**config.mk**
```make
export PLATFORM = sky130hd
export DESIGN_NAME = mp_top_param
export DESIGN_NICKNAME = d
export VERILOG_FILES = /design/src/rtl/mp_top_param.sv
export SDC_FILE = /design/constraint.sdc
export NUM_CORES = 1
export LEC_CHECK = 0
export ABC_AREA = 1
export BUFFER_PORTS_ARGS = -buffer_cell sky130_fd_sc_hd__buf_4
export CORE_MARGIN = 2
export CORE_UTILIZATION = 60
export CTS_CLUSTER_SIZE = 10
export DETAILED_ROUTE_END_ITERATION = 8
export GPL_TIMING_DRIVEN = 0
export MAX_ROUTING_LAYER = met4
export PLACE_DENSITY_LB_ADDON = 0.12
export SYNTH_ARGS = -nofsm -noshare
export SYNTH_HDL_FRONTEND = slang
export SYNTH_SLANG_ARGS = --single-unit
```
**constraint.sdc**
```tcl
create_clock -name clk -period 3.82 [get_ports clk]
set_clock_uncertainty 0.05 [all_clocks]
set_input_delay 0.382 -clock clk [delete_from_list [all_inputs] [get_ports clk]]
set_output_delay 0.382 -clock clk [all_outputs]
set_load 0.02 [all_outputs]
```
**src/rtl/mp_top_param.sv**
```systemverilog
// mp_top_param
// A tiny accumulator machine with its own program/data memory.
//
// Ports
//   clk        : clock, all state changes on the rising edge
//   reset      : asynchronous active-high reset
//   start      : begin execution at address 0 (only from IDLE or HALT)
//   ld_we      : program-load write strobe (only from IDLE or HALT)
//   ld_addr    : program-load address
//   ld_data    : program-load data
//   in_data    : input word for the IN instruction
//   in_valid   : input word is valid
//   in_ready   : machine is waiting to take in_data
//   out_data   : word produced by the OUT instruction
//   out_valid  : out_data is valid until out_ack is seen
//   out_ack    : consumer has taken out_data
//   acc_out    : accumulator
//   pc         : program counter
//   mem_out    : registered memory read data
//   mem_write  : high during the cycle a STORE writes memory
//   halted     : machine is in HALT
//   busy       : machine is executing (not IDLE, not HALT)
//
// Instruction word: opcode in the top 3 bits, operand address below.

module mp_top_param #(
    parameter  int ADDR_W = 5,
    localparam int DATA_W = ADDR_W + 3
) (
    input  logic              clk,
    input  logic              reset,
    input  logic              start,
    input  logic              ld_we,
    input  logic [ADDR_W-1:0] ld_addr,
    input  logic [DATA_W-1:0] ld_data,
    input  logic [DATA_W-1:0] in_data,
    input  logic              in_valid,
    output logic              in_ready,
    output logic [DATA_W-1:0] out_data,
    output logic              out_valid,
    input  logic              out_ack,
    output logic [DATA_W-1:0] acc_out,
    output logic [ADDR_W-1:0] pc,
    output logic [DATA_W-1:0] mem_out,
    output logic              mem_write,
    output logic              halted,
    output logic              busy
);

    localparam logic [2:0] OP_LOAD  = 3'b000;
    localparam logic [2:0] OP_STORE = 3'b001;
    localparam logic [2:0] OP_ADD   = 3'b010;
    localparam logic [2:0] OP_SUB   = 3'b011;
    localparam logic [2:0] OP_IN    = 3'b100;
    localparam logic [2:0] OP_OUT   = 3'b101;
    localparam logic [2:0] OP_JZ    = 3'b110;
    localparam logic [2:0] OP_HALT  = 3'b111;

    typedef enum logic [2:0] {
        S_IDLE,
        S_FETCH,
        S_DECODE,
        S_EXEC,
        S_WAIT_IN,
        S_WAIT_OUT,
        S_HALT
    } state_t;

    state_t            r_state;
    logic [ADDR_W-1:0] r_pc;
    logic [DATA_W-1:0] r_acc;
    logic [DATA_W-1:0] r_ir;
    logic [DATA_W-1:0] r_memOut;
    logic [DATA_W-1:0] r_outData;
    logic              r_outValid;
    logic [DATA_W-1:0] r_mem [2**ADDR_W];

    logic [2:0]        w_irOp;
    logic [ADDR_W-1:0] w_irArg;
    logic              w_idleLike;
    logic              w_store;
    logic              w_inReady;
    logic [ADDR_W-1:0] w_rdAddr;
    logic              w_memWe;
    logic [ADDR_W-1:0] w_memWAddr;
    logic [DATA_W-1:0] w_memWData;

    assign w_irOp     = r_ir[DATA_W-1:ADDR_W];
    assign w_irArg    = r_ir[ADDR_W-1:0];
    assign w_idleLike = (r_state == S_IDLE) || (r_state == S_HALT);
    assign w_store    = (r_state == S_EXEC) && (w_irOp == OP_STORE);
    assign w_inReady  = ((r_state == S_EXEC) || (r_state == S_WAIT_IN)) && (w_irOp == OP_IN);

    // In DECODE the instruction is only just arriving on mem_out, so the
    // operand fetch must use mem_out directly rather than the IR.
    assign w_rdAddr   = (r_state == S_DECODE) ? r_memOut[ADDR_W-1:0] : r_pc;

    // STORE only happens while busy and loads only while idle, so the two
    // writers never collide.
    assign w_memWe    = w_store || (w_idleLike && ld_we);
    assign w_memWAddr = w_store ? w_irArg : ld_addr;
    assign w_memWData = w_store ? r_acc   : ld_data;

    // Memory array has no reset so programs survive a reset.
    always_ff @(posedge clk) begin
        if (w_memWe) begin
            r_mem[w_memWAddr] <= w_memWData;
        end
    end

    always_ff @(posedge clk or posedge reset) begin
        if (reset) begin
            r_memOut <= '0;
        end else begin
            r_memOut <= r_mem[w_rdAddr];
        end
    end

    // Main control: FETCH -> DECODE -> EXEC, with IN/OUT able to stall.
    always_ff @(posedge clk or posedge reset) begin
        if (reset) begin
            r_state    <= S_IDLE;
            r_pc       <= '0;
            r_acc      <= '0;
            r_ir       <= '0;
            r_outData  <= '0;
            r_outValid <= 1'b0;
        end else begin
            case (r_state)
                S_IDLE, S_HALT: begin
                    if (start) begin
                        r_pc    <= '0;
                        r_acc   <= '0;
                        r_state <= S_FETCH;
                    end
                end
                S_FETCH: begin
                    r_state <= S_DECODE;
                end
                S_DECODE: begin
                    r_ir    <= r_memOut;
                    r_pc    <= r_pc + ADDR_W'(1);
                    r_state <= S_EXEC;
                end
                S_EXEC: begin
                    r_state <= S_FETCH;
                    case (w_irOp)
                        OP_LOAD:  r_acc <= r_memOut;
                        OP_STORE: ;
                        OP_ADD:   r_acc <= r_acc + r_memOut;
                        OP_SUB:   r_acc <= r_acc - r_memOut;
                        OP_JZ: begin
                            if (r_acc == '0) begin
                                r_pc <= w_irArg;
                            end
                        end
                        OP_OUT: begin
                            r_outData  <= r_acc;
                            r_outValid <= 1'b1;
                            r_state    <= S_WAIT_OUT;
                        end
                        OP_IN: begin
                            if (in_valid) begin
                                r_acc <= in_data;
                            end else begin
                                r_state <= S_WAIT_IN;
                            end
                        end
                        OP_HALT:  r_state <= S_HALT;
                        default:  r_state <= S_FETCH;
                    endcase
                end
                S_WAIT_IN: begin
                    if (in_valid) begin
                        r_acc   <= in_data;
                        r_state <= S_FETCH;
                    end
                end
                S_WAIT_OUT: begin
                    if (out_ack) begin
                        r_outValid <= 1'b0;
                        r_state    <= S_FETCH;
                    end
                end
                default: r_state <= S_IDLE;
            endcase
        end
    end

    assign in_ready  = w_inReady;
    assign out_data  = r_outData;
    assign out_valid = r_outValid;
    assign acc_out   = r_acc;
    assign pc        = r_pc;
    assign mem_out   = r_memOut;
    assign mem_write = w_store;
    assign halted    = (r_state == S_HALT);
    assign busy      = !w_idleLike;

endmodule

```
# == After elaboration in Yosys (flattened, before gate mapping) ==
# Memories as Yosys holds them, arrays and structs flattened. A register that Yosys moved wholly into a read port is not among the register bits.
# Index checks and enable logic that the tools add are counted.
# word_totals
register_bits,33
mem_bits_rw,256
inputBits,27
wordCells,71
memories,1
# memory_table
name,depth,width,read_ports,rd_ports_with_merged_regs,write_ports,line_no,rtl
r_mem,32,8,1,1,1,76,logic [DATA_W-1:0] r_mem [2**ADDR_W];
# classes
n_addsub,3
eq_ne,20
n_mux,22
n_reduce_logical,19
# op_table
op,count
8-bit case mux with 4 select lines,1
5-bit 2-to-1 mux,5
8-bit 2-to-1 mux,3
8-bit case mux with 3 select lines,1
"3-bit == test, second input constant",7
3-bit case mux with 6 select lines,1
5-bit case mux with 3 select lines,1
"3-bit by 2-bit == test with 1-bit output, second input constant",4
3-bit 2-to-1 mux,4
3-bit case mux with 3 select lines,1
3-bit AND reduction,3
8-bit adder,1
8-bit logical NOT,1
8-bit subtractor,1
"3-bit by 1-bit == test with 1-bit output, second input constant",2
3-bit logical NOT,2
"2-bit by 1-bit inequality test with 1-bit output, second input constant",3
"2-bit inequality test, second input constant",3
3-bit nonzero test,2
"5-bit by 1-bit adder with 5-bit output, second input constant",1
"5-bit by 1-bit inequality test with 1-bit output, second input constant",1
1-bit 2-to-1 mux,4
4-bit AND reduction,1
1-bit logical AND,3
other kinds (6),8

# == Logic depth before layout (Yosys ltp) ==
# Gate-level depths: netlist of run 1.
# logic_depth
ltp_word,6
ltp_mapped,18
depth_no_buf,18

# == Worst setup path before layout of run 1 ==
# No wires, ideal clock.
# synth_timing
kind,reg-to-reg
start,register r_ir[5]
end,memory r_mem[0][0] (netlist name) (data pin)
setup_time_ns,0.454
t_arrival_ns,2.738
t_required_ns,3.316
slack_ns,0.578
path_stages_with_launch,8
path_buffers,3
synth_period_minus_slack_ns,3.242
path_cell_list,dfrtp_1 > clkbuf_1 > nand2_1 > nor3_4 > inv_2 > buf_6 > clkbuf_1 > o21ai_0
# synth_via
elab_chain_len,3
# synth_lines
element,line_no,rtl
from (decl),72,logic [DATA_W-1:0] r_ir;
from (signal assigned),141,r_ir <= r_memOut;
3-bit by 1-bit == test with 1-bit output,91,assign w_store = (r_state == S_EXEC) && (w_irOp == OP_STORE);
1-bit logical AND,91,
named net mem_write,45,"output logic mem_write,"
8-bit 2-to-1 mux,102,assign w_memWData = w_store ? r_acc : ld_data;
named net w_memWData[0],86,logic [DATA_W-1:0] w_memWData;
to (decl),76,
# The timed path passes the listed nets, and every way through them passes these cells.

# == Worst setup path after layout of run 1 ==
# layout_timing
start,register r_ir[5]
end,memory r_mem[9][5] (netlist name) (enable)
# layout_via
elab_chain_len,5
elab_cells_between_ends,6
classes_between,eq/ne: 1; mux: 3; reduce/logical: 2
# layout_lines
element,line_no,rtl
3-bit by 1-bit == test with 1-bit output (*),91,
1-bit logical AND (*),91,
1-bit logical OR,100,assign w_memWe = w_store || (w_idleLike && ld_we);
1-bit 2-to-1 mux,106,if (w_memWe) begin
1-bit 2-to-1 mux (implied by the code),107,r_mem[w_memWAddr] <= w_memWData;
# Mark *: on every way between the ends. The rest lies on a longest branch, timed or not.

==> results.md, run 1 <==
* CTS root buf: clkbuf_16
* Vias in the first global route at 10072
* GP Congestion at 1.00
* Longest Clk Path Bufs at 3
* Worst hold slack at 23.8 ps
* Layout Area Growth over Synthesis at 15.7%
* Site Rows at 55
* RR Startpoint: r_ir[5]
* Power Dens Cells at 923 mW/mm²
* Core Box Area at 0.0228 mm²
* Crit. Startpoint: r_ir[5]
* Commonest cells in the netlist: 361 x nand2_1, 259 x nand3_1, 256 x edfxtp_1
* Pleak at 6.64 nW
* Max_slew headroom at 0.348
* IO buf count at 59
* Most frequent cell after synthesis: nand2_1
* Top cells by area, synth: edfxtp_1 55%, nand2_1 9.7%, nand3_1 9.3%
* Vias/cell at 5.89
* Wirelength per Cell at 21.2 µm
* Highest metal used: met4
* Postcts setup bufs at 0
* Synthesized Nets at 1451
* Max Slew Vio Count at 0
* CP Class: reg -> reg
* RSZ-0062 raised after global routing: false
* Die height at 157 µm
* Least-Margin Pin Slew at 978 ps
* H-tree depth at 2
* Syn. warnings at 0
* Remaining Overflow, GRT at 0
* Crit-path max FO at 8
* DRT antenna net count at 0
* Final Total Pwr at 0.0149 W
* Reg clk slew, reported paths at 60 ps
* Main synth FF type: edfxtp_1
* Die X at 157 µm
* Status: finished, final reports clean
* Ys async rst share at 0.138
* Netlist cell types at 42
* Mapped Cells at 1414
* DRC viols at 0
* CTS Hold Bufs at 0
* Met3 routed WL at 4140 µm
* Final setup violation count at 0
* Resized Gates After CTS at 0
* Fin crit period at 3450 ps
* Yosys reg bits at 297
* Setup crit end kind: flip-flop
* First-pass GRT wire length at 57800 µm
* Mean Syn Cell Area at 9.88 µm²
* Fill cell count at 1701
* Max cap viols at 0
* Area leader, netlist: edfxtp_1
* Worst EP arrival at 3530 ps
* Post-synth EDFFs at 256
* Share of cells above drive strength 1 at 0.115
* F_max at 290 MHz
* Register area share after synthesis at 0.623
* Post-synth top area share at 0.550
* Final Net Count at 1556
* Hold Violations, Final at 0
* Metal2 WL at 17600 µm
* CTS Buf Count at 36
* Worst vdd ir at 0.451 mV
* DR vias at 10876
* Initial antenna violation count at 0
* HPWL after DPL at 27300 µm
* Drt initial violations at 1267
* GRT Overall Usage at 0.333
* Clock sink total at 297
* Initial Utilization at 0.614
* Fin crit share at 0.903
* Pre-antenna DRT Iters at 8
* TritonCTS clock tree: built
* Die area at 0.0245 mm²
* Worst setup SP type: flip-flop
* Largest net degree at the start of global routing at 42
* Total Routed Length at 39200 µm
* Synthesized cell area at 0.0140 mm²
* Min-Delay Path Class: in -> async
* Ant. Diodes at 0
* Clk_lat worst skew at 520 ps
* Num ports at 61
* WP data required at 3910 ps
* Metal-1 WL at 15800 µm
==> sequential cells by signal, summed over array words and instances, names as in the netlist <==
| register | flops |
|---|---|
| r_mem | 256 |
| out_valid | 1 |
| acc_out | 8 |
| out_data | 8 |
| mem_out | 8 |
| r_ir | 8 |
| pc | 5 |
| r_state | 3 |
==> through the flow <==
step	instance area (µm²)	TNS (ps)	util	setup WS (ps)	cells
2_1_floorplan	14000	0	-	578	1414
3_3_place_gp	14800	-518480	0.650	-2330	1786
3_5_place_dp	15100	0	0.663	457	1794
4_1_cts	16200	0	0.710	453	1848
5_1_grt	16200	0	0.710	150	1848
6_report	16200	0	0.710	372	1848
==> cell usage in the layout, fill, tap and decap left out, drive strengths merged, types with 28 or more instances in the layout <==
master  count
a21oi      28
nand3b     74
nand2     361
buf       101
nand3     261
clkbuf     89
o21ai      56
inv       149
edfxtp    256
dfrtp      41
nor2       58
==> path summary, 6_finish.rpt <==
path | to | slack (ps) | depth (start not counted)
worst min register to register | out_data[7] | 430 | 2
max in group asynchronous | mem_out[6] | 3140 | 2
worst max register to register | r_mem[9][5] | 370 | 7
min in group clk | r_state[0] | 30 | 2
worst max-delay path | r_mem[9][5] | 370 | 7
worst min-delay path | pc[0] | 20 | 2
==> cell families after synthesis <==
group	after synthesis	synth area share
AOI/OAI and AO/OA	102	0.0426
and+or+nand+nor	774	0.256
buffers and inverters	223	0.0633
adders and majority gates	10	0.00949
DFF	297	0.623
xor gates and xnor gates	8	0.00501
==> cell type report <==
| type | instances | area, µm² | area share |
|---|---|---|---|
| timing repair buffer | 67 | 648 | 0.0401 |
| buffer | 72 | 318 | 0.0197 |
| clock inverter | 3 | 51.3 | 0.00317 |
| inverter | 151 | 567 | 0.0351 |
| multi-input combinational | 894 | 4470 | 0.276 |
| tap | 313 | 392 | 0.0242 |
| sequential | 297 | 8710 | 0.539 |
| clock buffer | 51 | 1010 | 0.0625 |
==> layer usage <==
| metal | up-vias | global-route usage |
|---|---|---|
| li1 | 5037 | - |
| met1 | 5096 | 0.448 |
| met2 | 620 | 0.502 |
| met3 | 123 | 0.0698 |
| met4 | 0 | 0.131 |
| met5 | - | - |
==> report_power, final <==
| group | internal [W] | switching, W |
|---|---|---|
| Sequential | 0.00395 | 0.000285 |
| Clock | 0.00189 | 0.00126 |
| Combinational | 0.00229 | 0.00526 |
==> worst max-delay path, stage by stage (launching register included) <==
cell	delay (ps)
dfrtp_1	320
clkbuf_1	250
nand2_1	170
nor3_4	330
inv_2	90
o21ai_0	430
nand3_1	540
nor2_1	890
Power figures use the tool's default switching activity.
==> inputs of run 2 (changes only) <==
- ABC_AREA: 1 -> not set
- CORE_UTILIZATION: 60 -> 61
- MAX_ROUTING_LAYER: met4 -> not set
==> results.md, run 2 <==
* Vias/cell at 6.30 (+7.0%)
* Postcts setup bufs at 0 (unchanged)
* Reg clk slew, reported paths at 60 ps (about the same)
* Setup slack, reg-to-reg at 180 ps (-190 ps)
* Power Dens Cells at 841 mW/mm² (-8.9%)
* Longest Clk Path Bufs at 3 (unchanged)
* Clk_lat worst skew at 520 ps (about the same)
* Most frequent cells in the layout: 256 x edfxtp_1, 198 x nand2_1, 62 x buf_4
* Main synth FF type: edfxtp_1
* Internal at 0.00761 W (-6.4%)
* Initial antenna violation count at 1 (+1)
* Drt initial violations at 957 (-24%)
* Global-route track usage on met3 at 0.0625 (-0.00729)
* Post-DP Area at 0.0138 mm² (-8.4%)
* Post-synth top area share at 0.592 (+0.0417)
* First-pass GRT wire length at 49700 µm (-14%)
* Met1 track demand over resource at 0.422 (-0.0257)
* Ant. Diodes at 0 (unchanged)
* Largest register by flop count: r_mem
* GRT Overall Usage at 0.299 (-0.0339)
* Top cells by area, synth: edfxtp_1 59%, dfrtp_1 7.9%, nand2_1 5.7%
* Worst vdd ir at 0.567 mV (+26%)
* Die height at 150 µm (-4.3%)
* Post-synth EDFFs at 256 (unchanged)
* Ys async rst share at 0.138 (unchanged)
* F_max at 275 MHz (-5.2%)
* Max Slew Vio Count at 0 (unchanged)
* Max_slew headroom at 0.0573 (-0.291)
* RR Startpoint: r_state[1]
* Fin crit share at 0.952 (+0.0494)
* H-tree depth at 2 (unchanged)
* Status: finished, final reports clean
* Core Box Area at 0.0210 mm² (-8.0%)
* Clock sink total at 297 (unchanged)
* GP Congestion at 0.918 (-8.3%)
* Crit-path max FO at 10 (+2)
* Num ports at 61 (unchanged)
* Initial Utilization at 0.620 (+0.00639)
* Crit. Startpoint: r_state[1]
* Yosys reg bits at 297 (unchanged)
* Synthesized cell area at 0.0130 mm² (-7.0%)
* Total Routed Length at 32900 µm (-16%)
* CP Class: reg -> reg
* IO buf count at 59 (unchanged)
* Worst path max stage delay at 1130 ps (+240 ps)
* Mean Syn Cell Area at 12.7 µm² (+29%)
* Seq pwr share at 0.338 (+0.054)
* R2r endpoint: r_mem[19][5]
* DRT antenna net count at 0 (unchanged)
* Setup crit end kind: flip-flop
* Worst EP arrival at 3710 ps (+180 ps)
* HPWL after DPL at 21800 µm (-20%)
* Min-Delay Path Class: in -> async
* CTS Buf Count at 36 (unchanged)
* DRC viols at 0 (unchanged)
* CP delay by family, top: simple AND/OR/NAND/NOR gates
* Pre-antenna DRT Iters at 5 (-3)
* Synthesized Nets at 1059 (-27%)
* Worst-path cell chain: clkbuf_1 -> nor4bb_1 -> nand2_1 -> clkbuf_1 -> nand2_1 -> nand2_1 -> clkbuf_1 -> nor3_1
* WP data required at 3890 ps (-20 ps)
* Site Rows at 53 (-3.6%)
* Least-Margin Pin Slew at 1410 ps (+433 ps)
* Share of cells above drive strength 1 at 0.133 (+0.0183)
* Final setup TNS at 0 ps (unchanged)
* NetSw at 0.00493 W (-28%)
* Die X at 150 µm (-4.3%)
* Die area at 0.0225 mm² (-8.4%)
* Global routing's busiest layer: met2
* Fin crit period at 3640 ps (+189 ps)
* Netlist cell types at 66 (+57%)
* Critical path's slowest cell: nor3_1
* Combinational share of power at 0.417 (-0.089)
* Largest net degree at the start of global routing at 42 (unchanged)
* Buf/Inv on CP at 3 (+1)
* Remaining Overflow, GRT at 0 (unchanged)
* Register area share after synthesis at 0.671 (+0.0473)
* RSZ-0062 raised after global routing: true
* Wirelength per Cell at 23.2 µm (+9.2%)
* Layout Area Growth over Synthesis at 14.8%
* Net Sw Frac at 0.393 (-0.0628)
* Syn. warnings at 0 (unchanged)
* Final setup violation count at 0 (unchanged)
* Commonest cells in the netlist: 256 x edfxtp_1, 198 x nand2_1, 59 x a21oi_1
* Commonest non-fill, non-tap cell in the layout: edfxtp_1
* Mapped Cells at 1022 (-28%)
* Post-route cell area at 0.0149 mm² (-7.8%)
* Most frequent cell after synthesis: edfxtp_1
* M2 GR Usage at 0.466 (-0.0364)
* Hold Violations, Final at 0 (unchanged)
* Max reg flops at 256 (unchanged)
* DR vias at 8930 (-18%)
* Area leader, netlist: edfxtp_1
* CTS root buf: clkbuf_16
* Final Net Count at 1159 (-26%)
* Max cap viols at 0 (unchanged)
* Pleak at 5.40 nW (-19%)
* Vias in the first global route at 8707 (-14%)
* Clock network power share at 0.244 (+0.033)
* TritonCTS clock tree: built
* R2R cell count at 8 (+1)
* Worst setup SP type: flip-flop
## run 2: cell types whose count changed in the layout (fill, tap and decap cells not counted), sizes merged, moves of 27 or more
cell / before / now
nand3: 261 / 43
inv: 149 / 23
nand3b: 74 / 2
mux2i: 0 / 52
a21oi: 28 / 60
nand2: 361 / 198
nor3: 9 / 36
## run 2: worst max-delay path by stage
stage / end / cells past startpoint
6_report: r_mem[19][5] / 8
5_1_grt: r_mem[10][2] / 8
4_1_cts: r_mem[17][3] / 8
3_5_place_dp: r_mem[19][4] / 8
3_3_place_gp: r_mem[8][0] / 6
2_1_floorplan: r_mem[0][0] / 6
## run 2: layer usage
metal  part of all wire  routed length (µm)  vias to the layer above
met5            0.00030                  10                        -
met4              0.031                1000                        2
met3              0.093                3050                       74
met2               0.47               15300                      440
met1               0.41               13500                     4363
li1                   -                   -                     4051
## run 2: final cells by class
class                   count  area, µm²
well taps                 275        344
clock buffers              57       1030
repair buffers             62        503
fillers                  1424       6050
inverters                  23       86.3
plain buffers              53        246
flip-flops and latches    297       8710
multi-input cells         649       3960
clock inverters             2       25.0
## run 2: what timing repair did
item                       CTS  global route
hold buffers                 0             0
setup endpoints to repair    0            56
resized for setup            0             1
## run 2: metrics by stage
stage	utilization	setup WS [ps]	power, W	hold slack, ps	std cells
floorplan	-	540	0.00770	442	1022
CTS	0.711	206	0.0125	42.6	1417
global placement	0.658	-1500	0.00930	442	1356
global route	0.711	-36.1	0.0131	101	1418
finish	0.711	183	0.0125	29.9	1418
detailed placement	0.660	200	0.00942	450	1358
## run 2: cell families after synthesis
logic type,count (synthesis),synth area share
xor+xnor,12,0.00809
buf+inv,76,0.0256
mux,72,0.0650
simple gates,367,0.126
compound gates,187,0.0937
flops,297,0.671
fa+ha+maj,11,0.0110
## run 2: power by group through the flow
| stage | combinational (W) | clock [W] | sequential, W |
|---|---|---|---|
| 2_1_floorplan | 0.00336 | 0 | 0.00434 |
| 3_3_place_gp | 0.00500 | 0 | 0.00430 |
| 3_5_place_dp | 0.00513 | 0 | 0.00429 |
| 4_1_cts | 0.00516 | 0.00309 | 0.00423 |
| 5_1_grt | 0.00566 | 0.00320 | 0.00426 |
| 6_report | 0.00523 | 0.00306 | 0.00424 |
